`src/rtl/bpu_update_scheduler_if.sv`:
```
// Bundle between the BJU scoreboard, fetch read request and the BHT/BTB write ports.
// The master side produces updates and fetch requests; the slave side is the scheduler.
interface bpu_update_scheduler_if #(
    parameter int BHTBTB_INDEX_WIDTH = 9
);
    logic                          bjusb_bht_write_enable;
    logic                          bjusb_bht_inc;
    logic                          bjusb_bht_dec;
    logic                          bjusb_bht_valid_in;
    logic [BHTBTB_INDEX_WIDTH-1:0] bjusb_bht_write_index;
    logic [1:0]                    bjusb_bht_write_counter_select;
    logic                          bjusb_btb_we;
    logic [128:0]                  bjusb_btb_wmask;
    logic [128:0]                  bjusb_btb_din;
    logic [8:0]                    bjusb_btb_write_index;
    logic                          btb_rd_req;

    logic                          bht_write_enable;
    logic                          bht_write_inc;
    logic                          bht_write_dec;
    logic                          bht_valid_in;
    logic [BHTBTB_INDEX_WIDTH-1:0] bht_write_index;
    logic [1:0]                    bht_write_counter_select;
    logic                          btb_ce;
    logic                          btb_we;
    logic [128:0]                  btb_wmask;
    logic [128:0]                  btb_din;
    logic [8:0]                    btb_write_index;
    logic                          fetch_hold;
    logic                          upd_full;
    logic [15:0]                   drop_cnt;

    modport master (
        output bjusb_bht_write_enable, bjusb_bht_inc, bjusb_bht_dec, bjusb_bht_valid_in,
               bjusb_bht_write_index, bjusb_bht_write_counter_select,
               bjusb_btb_we, bjusb_btb_wmask, bjusb_btb_din, bjusb_btb_write_index,
               btb_rd_req,
        input  bht_write_enable, bht_write_inc, bht_write_dec, bht_valid_in,
               bht_write_index, bht_write_counter_select,
               btb_ce, btb_we, btb_wmask, btb_din, btb_write_index,
               fetch_hold, upd_full, drop_cnt
    );

    modport slave (
        input  bjusb_bht_write_enable, bjusb_bht_inc, bjusb_bht_dec, bjusb_bht_valid_in,
               bjusb_bht_write_index, bjusb_bht_write_counter_select,
               bjusb_btb_we, bjusb_btb_wmask, bjusb_btb_din, bjusb_btb_write_index,
               btb_rd_req,
        output bht_write_enable, bht_write_inc, bht_write_dec, bht_valid_in,
               bht_write_index, bht_write_counter_select,
               btb_ce, btb_we, btb_wmask, btb_din, btb_write_index,
               fetch_hold, upd_full, drop_cnt
    );
endinterface

```
`src/rtl/bpu_update_scheduler.sv`:
```
// Queues BJU predictor updates; issues BHT writes at once and slots BTB writes around
// fetch reads, forcing a slot via fetch_hold after STARVE_LIMIT blocked cycles.
module bpu_update_scheduler #(
    parameter int BHTBTB_INDEX_WIDTH = 9,
    parameter int DEPTH              = 4,
    parameter int STARVE_LIMIT       = 4
) (
    input  logic                  clock,
    input  logic                  reset_n,
    bpu_update_scheduler_if.slave bus
);
    localparam int PTR_W = $clog2(DEPTH);
    localparam int CNT_W = PTR_W + 1;
    localparam int STV_W = $clog2(STARVE_LIMIT + 1);
    localparam logic [CNT_W-1:0] DEPTH_C = CNT_W'(DEPTH);
    localparam logic [STV_W-1:0] LIMIT_C = STV_W'(STARVE_LIMIT);

    typedef struct packed {
        logic                          bht_en;
        logic [BHTBTB_INDEX_WIDTH-1:0] bht_idx;
        logic [1:0]                    bht_sel;
        logic                          bht_inc;
        logic                          bht_dec;
        logic                          btb_we;
        logic [8:0]                    btb_idx;
        logic [128:0]                  btb_wmask;
        logic [128:0]                  btb_din;
    } entry_t;

    typedef enum logic [1:0] {ST_IDLE, ST_ISSUE, ST_STALL} state_t;

    entry_t             queue_mem [DEPTH];
    entry_t             head;
    entry_t             new_entry;
    state_t             state_q, state_d;
    logic [PTR_W-1:0]   rd_ptr_q, rd_ptr_d, wr_ptr_q, wr_ptr_d;
    logic [CNT_W-1:0]   count_q, count_d;
    logic [STV_W-1:0]   starve_q, starve_d;
    logic               fetch_hold_q, fetch_hold_d;
    logic [15:0]        drop_q, drop_d;
    logic               req, push, pop, blocked, bht_fire, btb_fire;

    assign req  = bus.bjusb_bht_write_enable | bus.bjusb_btb_we;
    assign push = req && (count_q != DEPTH_C);
    assign head = queue_mem[rd_ptr_q];

    assign new_entry = '{
        bht_en:    bus.bjusb_bht_write_enable,
        bht_idx:   bus.bjusb_bht_write_index,
        bht_sel:   bus.bjusb_bht_write_counter_select,
        bht_inc:   bus.bjusb_bht_inc,
        bht_dec:   bus.bjusb_bht_dec,
        btb_we:    bus.bjusb_btb_we,
        btb_idx:   bus.bjusb_btb_write_index,
        btb_wmask: bus.bjusb_btb_wmask,
        btb_din:   bus.bjusb_btb_din
    };

    always_ff @(posedge clock) begin
        if (push) begin
            queue_mem[wr_ptr_q] <= new_entry;
        end
    end

    always_comb begin
        state_d  = state_q;
        pop      = 1'b0;
        blocked  = 1'b0;
        bht_fire = 1'b0;
        btb_fire = 1'b0;
        case (state_q)
            ST_IDLE: begin
                if (push) state_d = ST_ISSUE;
            end
            ST_ISSUE: begin
                bht_fire = head.bht_en;
                if (!head.btb_we) begin
                    pop = 1'b1;
                end else if (!bus.btb_rd_req || fetch_hold_q) begin
                    btb_fire = 1'b1;
                    pop      = 1'b1;
                end else begin
                    blocked = 1'b1;
                    state_d = ST_STALL;
                end
            end
            ST_STALL: begin
                if (!bus.btb_rd_req || fetch_hold_q) begin
                    btb_fire = 1'b1;
                    pop      = 1'b1;
                end else begin
                    blocked = 1'b1;
                end
            end
            default: state_d = ST_IDLE;
        endcase

        count_d  = count_q + CNT_W'(push) - CNT_W'(pop);
        rd_ptr_d = pop  ? rd_ptr_q + PTR_W'(1) : rd_ptr_q;
        wr_ptr_d = push ? wr_ptr_q + PTR_W'(1) : wr_ptr_q;
        if (pop) state_d = (count_d != '0) ? ST_ISSUE : ST_IDLE;

        // Hold fetch from the edge the counter reaches the limit until the write pops.
        if (pop)                                  starve_d = '0;
        else if (blocked && starve_q != LIMIT_C)  starve_d = starve_q + STV_W'(1);
        else                                      starve_d = starve_q;
        if (pop)                       fetch_hold_d = 1'b0;
        else if (starve_d == LIMIT_C)  fetch_hold_d = 1'b1;
        else                           fetch_hold_d = fetch_hold_q;

        drop_d = (req && !push && drop_q != 16'hFFFF) ? drop_q + 16'd1 : drop_q;

        bus.bht_write_enable         = bht_fire;
        bus.bht_valid_in             = bht_fire;
        bus.bht_write_inc            = bht_fire & head.bht_inc;
        bus.bht_write_dec            = bht_fire & head.bht_dec;
        bus.bht_write_index          = bht_fire ? head.bht_idx : '0;
        bus.bht_write_counter_select = bht_fire ? head.bht_sel : '0;
        bus.btb_ce                   = btb_fire;
        bus.btb_we                   = btb_fire;
        bus.btb_write_index          = btb_fire ? head.btb_idx : '0;
        bus.btb_wmask                = btb_fire ? head.btb_wmask : '0;
        bus.btb_din                  = btb_fire ? head.btb_din : '0;
    end

    always_ff @(posedge clock or negedge reset_n) begin
        if (!reset_n) begin
            state_q      <= ST_IDLE;
            rd_ptr_q     <= '0;
            wr_ptr_q     <= '0;
            count_q      <= '0;
            starve_q     <= '0;
            fetch_hold_q <= 1'b0;
            drop_q       <= '0;
        end else begin
            state_q      <= state_d;
            rd_ptr_q     <= rd_ptr_d;
            wr_ptr_q     <= wr_ptr_d;
            count_q      <= count_d;
            starve_q     <= starve_d;
            fetch_hold_q <= fetch_hold_d;
            drop_q       <= drop_d;
        end
    end

    assign bus.fetch_hold = fetch_hold_q;
    assign bus.upd_full   = (count_q == DEPTH_C);
    assign bus.drop_cnt   = drop_q;

endmodule

```
`src/flat_wrapper.sv`:
```
// flat-port wrapper written by rule: the top's interface ports become plain ports
module bpu_update_scheduler_flat 
#(
    parameter int BHTBTB_INDEX_WIDTH = 9,
    parameter int DEPTH              = 4,
    parameter int STARVE_LIMIT       = 4
)
  (clock, reset_n, bus_bjusb_bht_write_enable, bus_bjusb_bht_inc, bus_bjusb_bht_dec, bus_bjusb_bht_valid_in, bus_bjusb_bht_write_index, bus_bjusb_bht_write_counter_select, bus_bjusb_btb_we, bus_bjusb_btb_wmask, bus_bjusb_btb_din, bus_bjusb_btb_write_index, bus_btb_rd_req, bus_bht_write_enable, bus_bht_write_inc, bus_bht_write_dec, bus_bht_valid_in, bus_bht_write_index, bus_bht_write_counter_select, bus_btb_ce, bus_btb_we, bus_btb_wmask, bus_btb_din, bus_btb_write_index, bus_fetch_hold, bus_upd_full, bus_drop_cnt);
  bpu_update_scheduler_if #(.BHTBTB_INDEX_WIDTH(BHTBTB_INDEX_WIDTH)) bus_i ();
  input  logic clock;
  input  logic reset_n;
  input wire logic [$bits(bus_i.bjusb_bht_write_enable)-1:0] bus_bjusb_bht_write_enable;
  input wire logic [$bits(bus_i.bjusb_bht_inc)-1:0] bus_bjusb_bht_inc;
  input wire logic [$bits(bus_i.bjusb_bht_dec)-1:0] bus_bjusb_bht_dec;
  input wire logic [$bits(bus_i.bjusb_bht_valid_in)-1:0] bus_bjusb_bht_valid_in;
  input wire logic [$bits(bus_i.bjusb_bht_write_index)-1:0] bus_bjusb_bht_write_index;
  input wire logic [$bits(bus_i.bjusb_bht_write_counter_select)-1:0] bus_bjusb_bht_write_counter_select;
  input wire logic [$bits(bus_i.bjusb_btb_we)-1:0] bus_bjusb_btb_we;
  input wire logic [$bits(bus_i.bjusb_btb_wmask)-1:0] bus_bjusb_btb_wmask;
  input wire logic [$bits(bus_i.bjusb_btb_din)-1:0] bus_bjusb_btb_din;
  input wire logic [$bits(bus_i.bjusb_btb_write_index)-1:0] bus_bjusb_btb_write_index;
  input wire logic [$bits(bus_i.btb_rd_req)-1:0] bus_btb_rd_req;
  output wire logic [$bits(bus_i.bht_write_enable)-1:0] bus_bht_write_enable;
  output wire logic [$bits(bus_i.bht_write_inc)-1:0] bus_bht_write_inc;
  output wire logic [$bits(bus_i.bht_write_dec)-1:0] bus_bht_write_dec;
  output wire logic [$bits(bus_i.bht_valid_in)-1:0] bus_bht_valid_in;
  output wire logic [$bits(bus_i.bht_write_index)-1:0] bus_bht_write_index;
  output wire logic [$bits(bus_i.bht_write_counter_select)-1:0] bus_bht_write_counter_select;
  output wire logic [$bits(bus_i.btb_ce)-1:0] bus_btb_ce;
  output wire logic [$bits(bus_i.btb_we)-1:0] bus_btb_we;
  output wire logic [$bits(bus_i.btb_wmask)-1:0] bus_btb_wmask;
  output wire logic [$bits(bus_i.btb_din)-1:0] bus_btb_din;
  output wire logic [$bits(bus_i.btb_write_index)-1:0] bus_btb_write_index;
  output wire logic [$bits(bus_i.fetch_hold)-1:0] bus_fetch_hold;
  output wire logic [$bits(bus_i.upd_full)-1:0] bus_upd_full;
  output wire logic [$bits(bus_i.drop_cnt)-1:0] bus_drop_cnt;
  assign bus_i.bjusb_bht_write_enable = bus_bjusb_bht_write_enable;
  assign bus_i.bjusb_bht_inc = bus_bjusb_bht_inc;
  assign bus_i.bjusb_bht_dec = bus_bjusb_bht_dec;
  assign bus_i.bjusb_bht_valid_in = bus_bjusb_bht_valid_in;
  assign bus_i.bjusb_bht_write_index = bus_bjusb_bht_write_index;
  assign bus_i.bjusb_bht_write_counter_select = bus_bjusb_bht_write_counter_select;
  assign bus_i.bjusb_btb_we = bus_bjusb_btb_we;
  assign bus_i.bjusb_btb_wmask = bus_bjusb_btb_wmask;
  assign bus_i.bjusb_btb_din = bus_bjusb_btb_din;
  assign bus_i.bjusb_btb_write_index = bus_bjusb_btb_write_index;
  assign bus_i.btb_rd_req = bus_btb_rd_req;
  assign bus_bht_write_enable = bus_i.bht_write_enable;
  assign bus_bht_write_inc = bus_i.bht_write_inc;
  assign bus_bht_write_dec = bus_i.bht_write_dec;
  assign bus_bht_valid_in = bus_i.bht_valid_in;
  assign bus_bht_write_index = bus_i.bht_write_index;
  assign bus_bht_write_counter_select = bus_i.bht_write_counter_select;
  assign bus_btb_ce = bus_i.btb_ce;
  assign bus_btb_we = bus_i.btb_we;
  assign bus_btb_wmask = bus_i.btb_wmask;
  assign bus_btb_din = bus_i.btb_din;
  assign bus_btb_write_index = bus_i.btb_write_index;
  assign bus_fetch_hold = bus_i.fetch_hold;
  assign bus_upd_full = bus_i.upd_full;
  assign bus_drop_cnt = bus_i.drop_cnt;
  bpu_update_scheduler #(.BHTBTB_INDEX_WIDTH(BHTBTB_INDEX_WIDTH), .DEPTH(DEPTH), .STARVE_LIMIT(STARVE_LIMIT)) u_core (.clock(clock), .reset_n(reset_n), .bus(bus_i));
endmodule
```
`config.mk`:
```
export PLATFORM = sky130hd
export DESIGN_NAME = bpu_update_scheduler_flat
export DESIGN_NICKNAME = d
export VERILOG_FILES = /design/src/rtl/bpu_update_scheduler_if.sv /design/src/rtl/bpu_update_scheduler.sv /design/src/flat_wrapper.sv
export SDC_FILE = /design/constraint.sdc
export NUM_CORES = 1
export LEC_CHECK = 0
export CORE_ASPECT_RATIO = 0.9
export CORE_MARGIN = 2
export CORE_UTILIZATION = 50
export CTS_BUF_LIST = sky130_fd_sc_hd__clkbuf_4
export CTS_CLUSTER_DIAMETER = 30
export DETAILED_ROUTE_END_ITERATION = 12
export PLACE_DENSITY_LB_ADDON = 0.2
export SYNTH_ARGS = -nofsm -noshare
export SYNTH_HDL_FRONTEND = slang
export SYNTH_SLANG_ARGS = --single-unit
```
`constraint.sdc`:
```
create_clock -name clock -period 13.7 [get_ports clock]
set_input_delay 2.74 -clock clock [delete_from_list [all_inputs] [get_ports clock]]
set_output_delay 2.74 -clock clock [all_outputs]
set_load 0.05 [all_outputs]
```
==> summary.md <==
| Metric | Value |
|---|---|
| Fmax | 0.114 GHz |
| Initial antenna violation count | 31 |
| Drt total wl | 96.1 mm |
| CTS buffer count | around 310 |
| Final Hold Vio Count | 0 |
| Clock latency on the worst-skew pair | approximately 1100 ps |
| Pin count of the biggest net entering global routing | 165 |
| Status | finished, final reports clean |
| Area share of the largest cell type after synthesis | 76.9% |
| Initial core utilization | between 50 and 60% |
| WL/cell | 23.2 um |
| RSZ-0062 raised after global routing | no |
| Post-Synthesis Mean Instance Area | 22.7 um^2 |
| Routed Antenna Nets | 0 |
| Chip Height | 286 um |
| Yosys top cell by area | edfxtp_1 |
| Worst vdd ir | around 210 uV |
| CP arrival | 6010 ps |
| Die Span X | 317 um |
| Clock period minus worst slack | 8750 ps |
| Die Area | 90,500 um^2 |
| Worst Setup End Kind | output port |
| Hold Startpoint | u_core.count_q[2] |
| Clk pin slew, worst setup/hold paths | around 60 ps |
| RePlAce Congestion | roughly 0.76 |
| Root buffer cell | clkbuf_4 |
| Remaining DRCs | 0 |
| Final setup vio count | 0 |
| Nets | 3,072 |
| Slew Viols, Final | 0 |
| Reg2Reg Setup Slack | 8550 ps |
| Setup Fix Bufs, Post-CTS | 0 |
| CTS resizes | 0 |
| Ports | between 500 and 600 |
| Max-slew headroom | 3.72% |
| Static Leak | 0.0184 uW |
| DR vias | between 20,000 and 25,000 |
| Drt initial violations | 1,389 |
| Number of clock sinks | roughly 1,200 |
| Max clock buf depth | 4 |
| DR vias/cell | 5.35 |
| Seq/Total Area, Yosys | 78.5% |
| Vias in the first global route | around 24,000 |
| Critical path launch point type | flop |
| Gr ovfl total | 0 |
| First-pass GRT wire length | between 100 and 150 mm |
| Fin Setup TNS | 0 ps |
| Syn nets | 2,244 |
| Mapped cell area | 44,100 um^2 |
| Core Rows | 103 |
| Most frequent cells in the layout | 1,128 x edfxtp_1, 585 x clkdlybuf4s50_1, 436 x clkbuf_4, 282 x mux4_2, 268 x and2_1 |
| FF+latch count, synth | 1,157 |
| Reg2reg start | u_core.rd_ptr_q[1] |
| DR pass1 iterations | 5 |
| MaxCap Viol Count | 0 |
| Max H-tree Level | 5 |
| Hold Buf Count CTS | 0 |
| Fin crit share | 63.9% |
| Hold path endpoint | u_core.count_q[2] |
| PwrDens | 222 nW/um^2 |
| DP HPWL | 56.0 mm |
| Synth area leaders | edfxtp_1 77%, mux4_2 14%, and2_1 3.9% |
| Area Growth Syn to Fin | 24.7% |
| Clock Skew | about 95 ps |
| Hold Path Cell Cnt | 1 |
| Core area | ~90,000 um^2 |
| Worst min path class | reg -> reg |
| CP Class | reg -> out |
| TritonCTS clock tree | yes |
| Worst-margin pin slew | 1440 ps |
| Final hold slack | 486 ps |
| Synth Instances | 1,944 |
| Share of layout cells above drive strength 1 | 26.7% |
| Most common cell after layout, fill and taps aside | edfxtp_1 |
| CP max FO | between 90 and 100 |
| Path depth of the worst reg2reg path | 15 |
| Netlist cell types | 38 |
| GR Util All Layers | 21.3% |
| Yosys warning count | 0 |
| Count of buffers from port buffering | 586 |
| Required @ worst endpoint | 10,960 ps |
| FF-to-FF End | u_core.state_q[0] |
## critical path, cell delays in order, from the launching register on
cell and delay [ps]:
dfrtp_4 950, buf_4 870, nand3_1 150, o221a_2 380
nor2_4 120, buf_4 430, buf_4 780, and2_1 300
clkdlybuf4s50_1 820
## through the flow
stage          worst slack (ps)  total power [uW]  instance area [um^2]  util (%)  instances
2_1_floorplan              3510              8440                 44100         -       1944
3_3_place_gp               4930              9430                 51200      58.5       3611
3_5_place_dp               4930              9510                 51200      58.5       3611
4_1_cts                    4560             12400                 54900      62.7       4119
5_1_grt                    4320             12800                 55000      62.8       4142
6_report                   4950             12200                 55000      62.8       4143
## power by group
part           total (uW)  leakage, uW  switching (uW)  internal, uW
logic                4070      0.00538            2460          1610
registers            5270       0.0108             240          5030
clock network        2870      0.00224            1320          1550
total               12200       0.0184            4020          8190
## registers in the layout (all words and copies together) (netlist names)
signal                 flops
u_core.bus.fetch_hold      1
u_core.starve_q            3
u_core.wr_ptr_q            2
u_core.rd_ptr_q            2
u_core.queue_mem        1128
u_core.state_q             2
u_core.bus.drop_cnt       16
u_core.count_q             3
## worst max-delay path by stage
stage / start / endpoint / slack, ps / cells past startpoint
2_1_floorplan: bus_bjusb_btb_we / u_core.queue_mem[0][0] / 3510 / 3
3_3_place_gp: bus_btb_rd_req / bus_btb_wmask[51] / 4930 / 7
3_5_place_dp: bus_btb_rd_req / bus_btb_wmask[51] / 4930 / 7
4_1_cts: u_core.rd_ptr_q[0] / bus_btb_wmask[51] / 4560 / 8
5_1_grt: u_core.rd_ptr_q[0] / bus_btb_wmask[49] / 4320 / 8
6_report: u_core.rd_ptr_q[0] / bus_btb_wmask[51] / 4950 / 8
## synthesized netlist by cell type
library cell,instances
nor3_1,2
clkbuf_1,61
xnor2_1,13
mux2i_1,4
nor2b_1,2
and4_1,4
edfxtp_1,1128
and4_4,1
nand3_1,6
o21ai_0,4
dfrtp_1,29
nor2_1,10
inv_1,15
xor2_1,8
o21ai_1,1
buf_2,34
buf_4,3
a21oi_1,1
o221a_2,1
mux2_2,2
a2111o_1,1
nand4_1,5
a21oi_2,1
buf_6,1
nand2_1,12
nor3b_2,1
ha_1,13
a2111oi_4,1
mux2_1,1
fa_1,1
a211oi_2,1
and3_1,16
o2bb2ai_1,3
o21a_1,1
and2_1,272
mux4_2,282
nand3b_1,2
nor2_2,1
## area by class of cell
| type | instances | area, um^2 |
|---|---|---|
| Tap cell | 1155 | 1450 |
| Clock buffer | 436 | 3270 |
| Clock inverter | 72 | 438 |
| Timing Repair Buffer | 611 | 6100 |
| Antenna cell | 24 | 60.1 |
| Multi-Input combinational cell | 673 | 8990 |
| Inverter | 15 | 56.3 |
| Sequential cell | 1157 | 34600 |
| Fill cell | 6189 | 32500 |
## routing by layer
| layer | up-vias | GRT usage [%] | wire length (um) |
|---|---|---|---|
| met1 | 11500 | 26.2 | 37200 |
| met5 | - | 0 | 125 |
| met4 | 20 | 9.09 | 2460 |
| li1 | 9809 | - | - |
| met2 | 689 | 34.2 | 49000 |
| met3 | 173 | 7.80 | 7360 |
## logic make-up (layout without fill, tap and decap cells)
group / count (synthesis) / count (layout) / share of synthesized area (%)
adders and majority gates: 14 / 14 / 0.415
and+or+nand+nor: 334 / 334 / 4.65
AOI/OAI and AO/OA: 15 / 15 / 0.307
DFF: 1157 / 1157 / 78.5
muxes: 289 / 289 / 14.6
buffers and inverters: 114 / 1134 / 1.11
xor gates and xnor gates: 21 / 21 / 0.417
other: 0 / 24 / 0
Power figures use the tool's default switching activity.
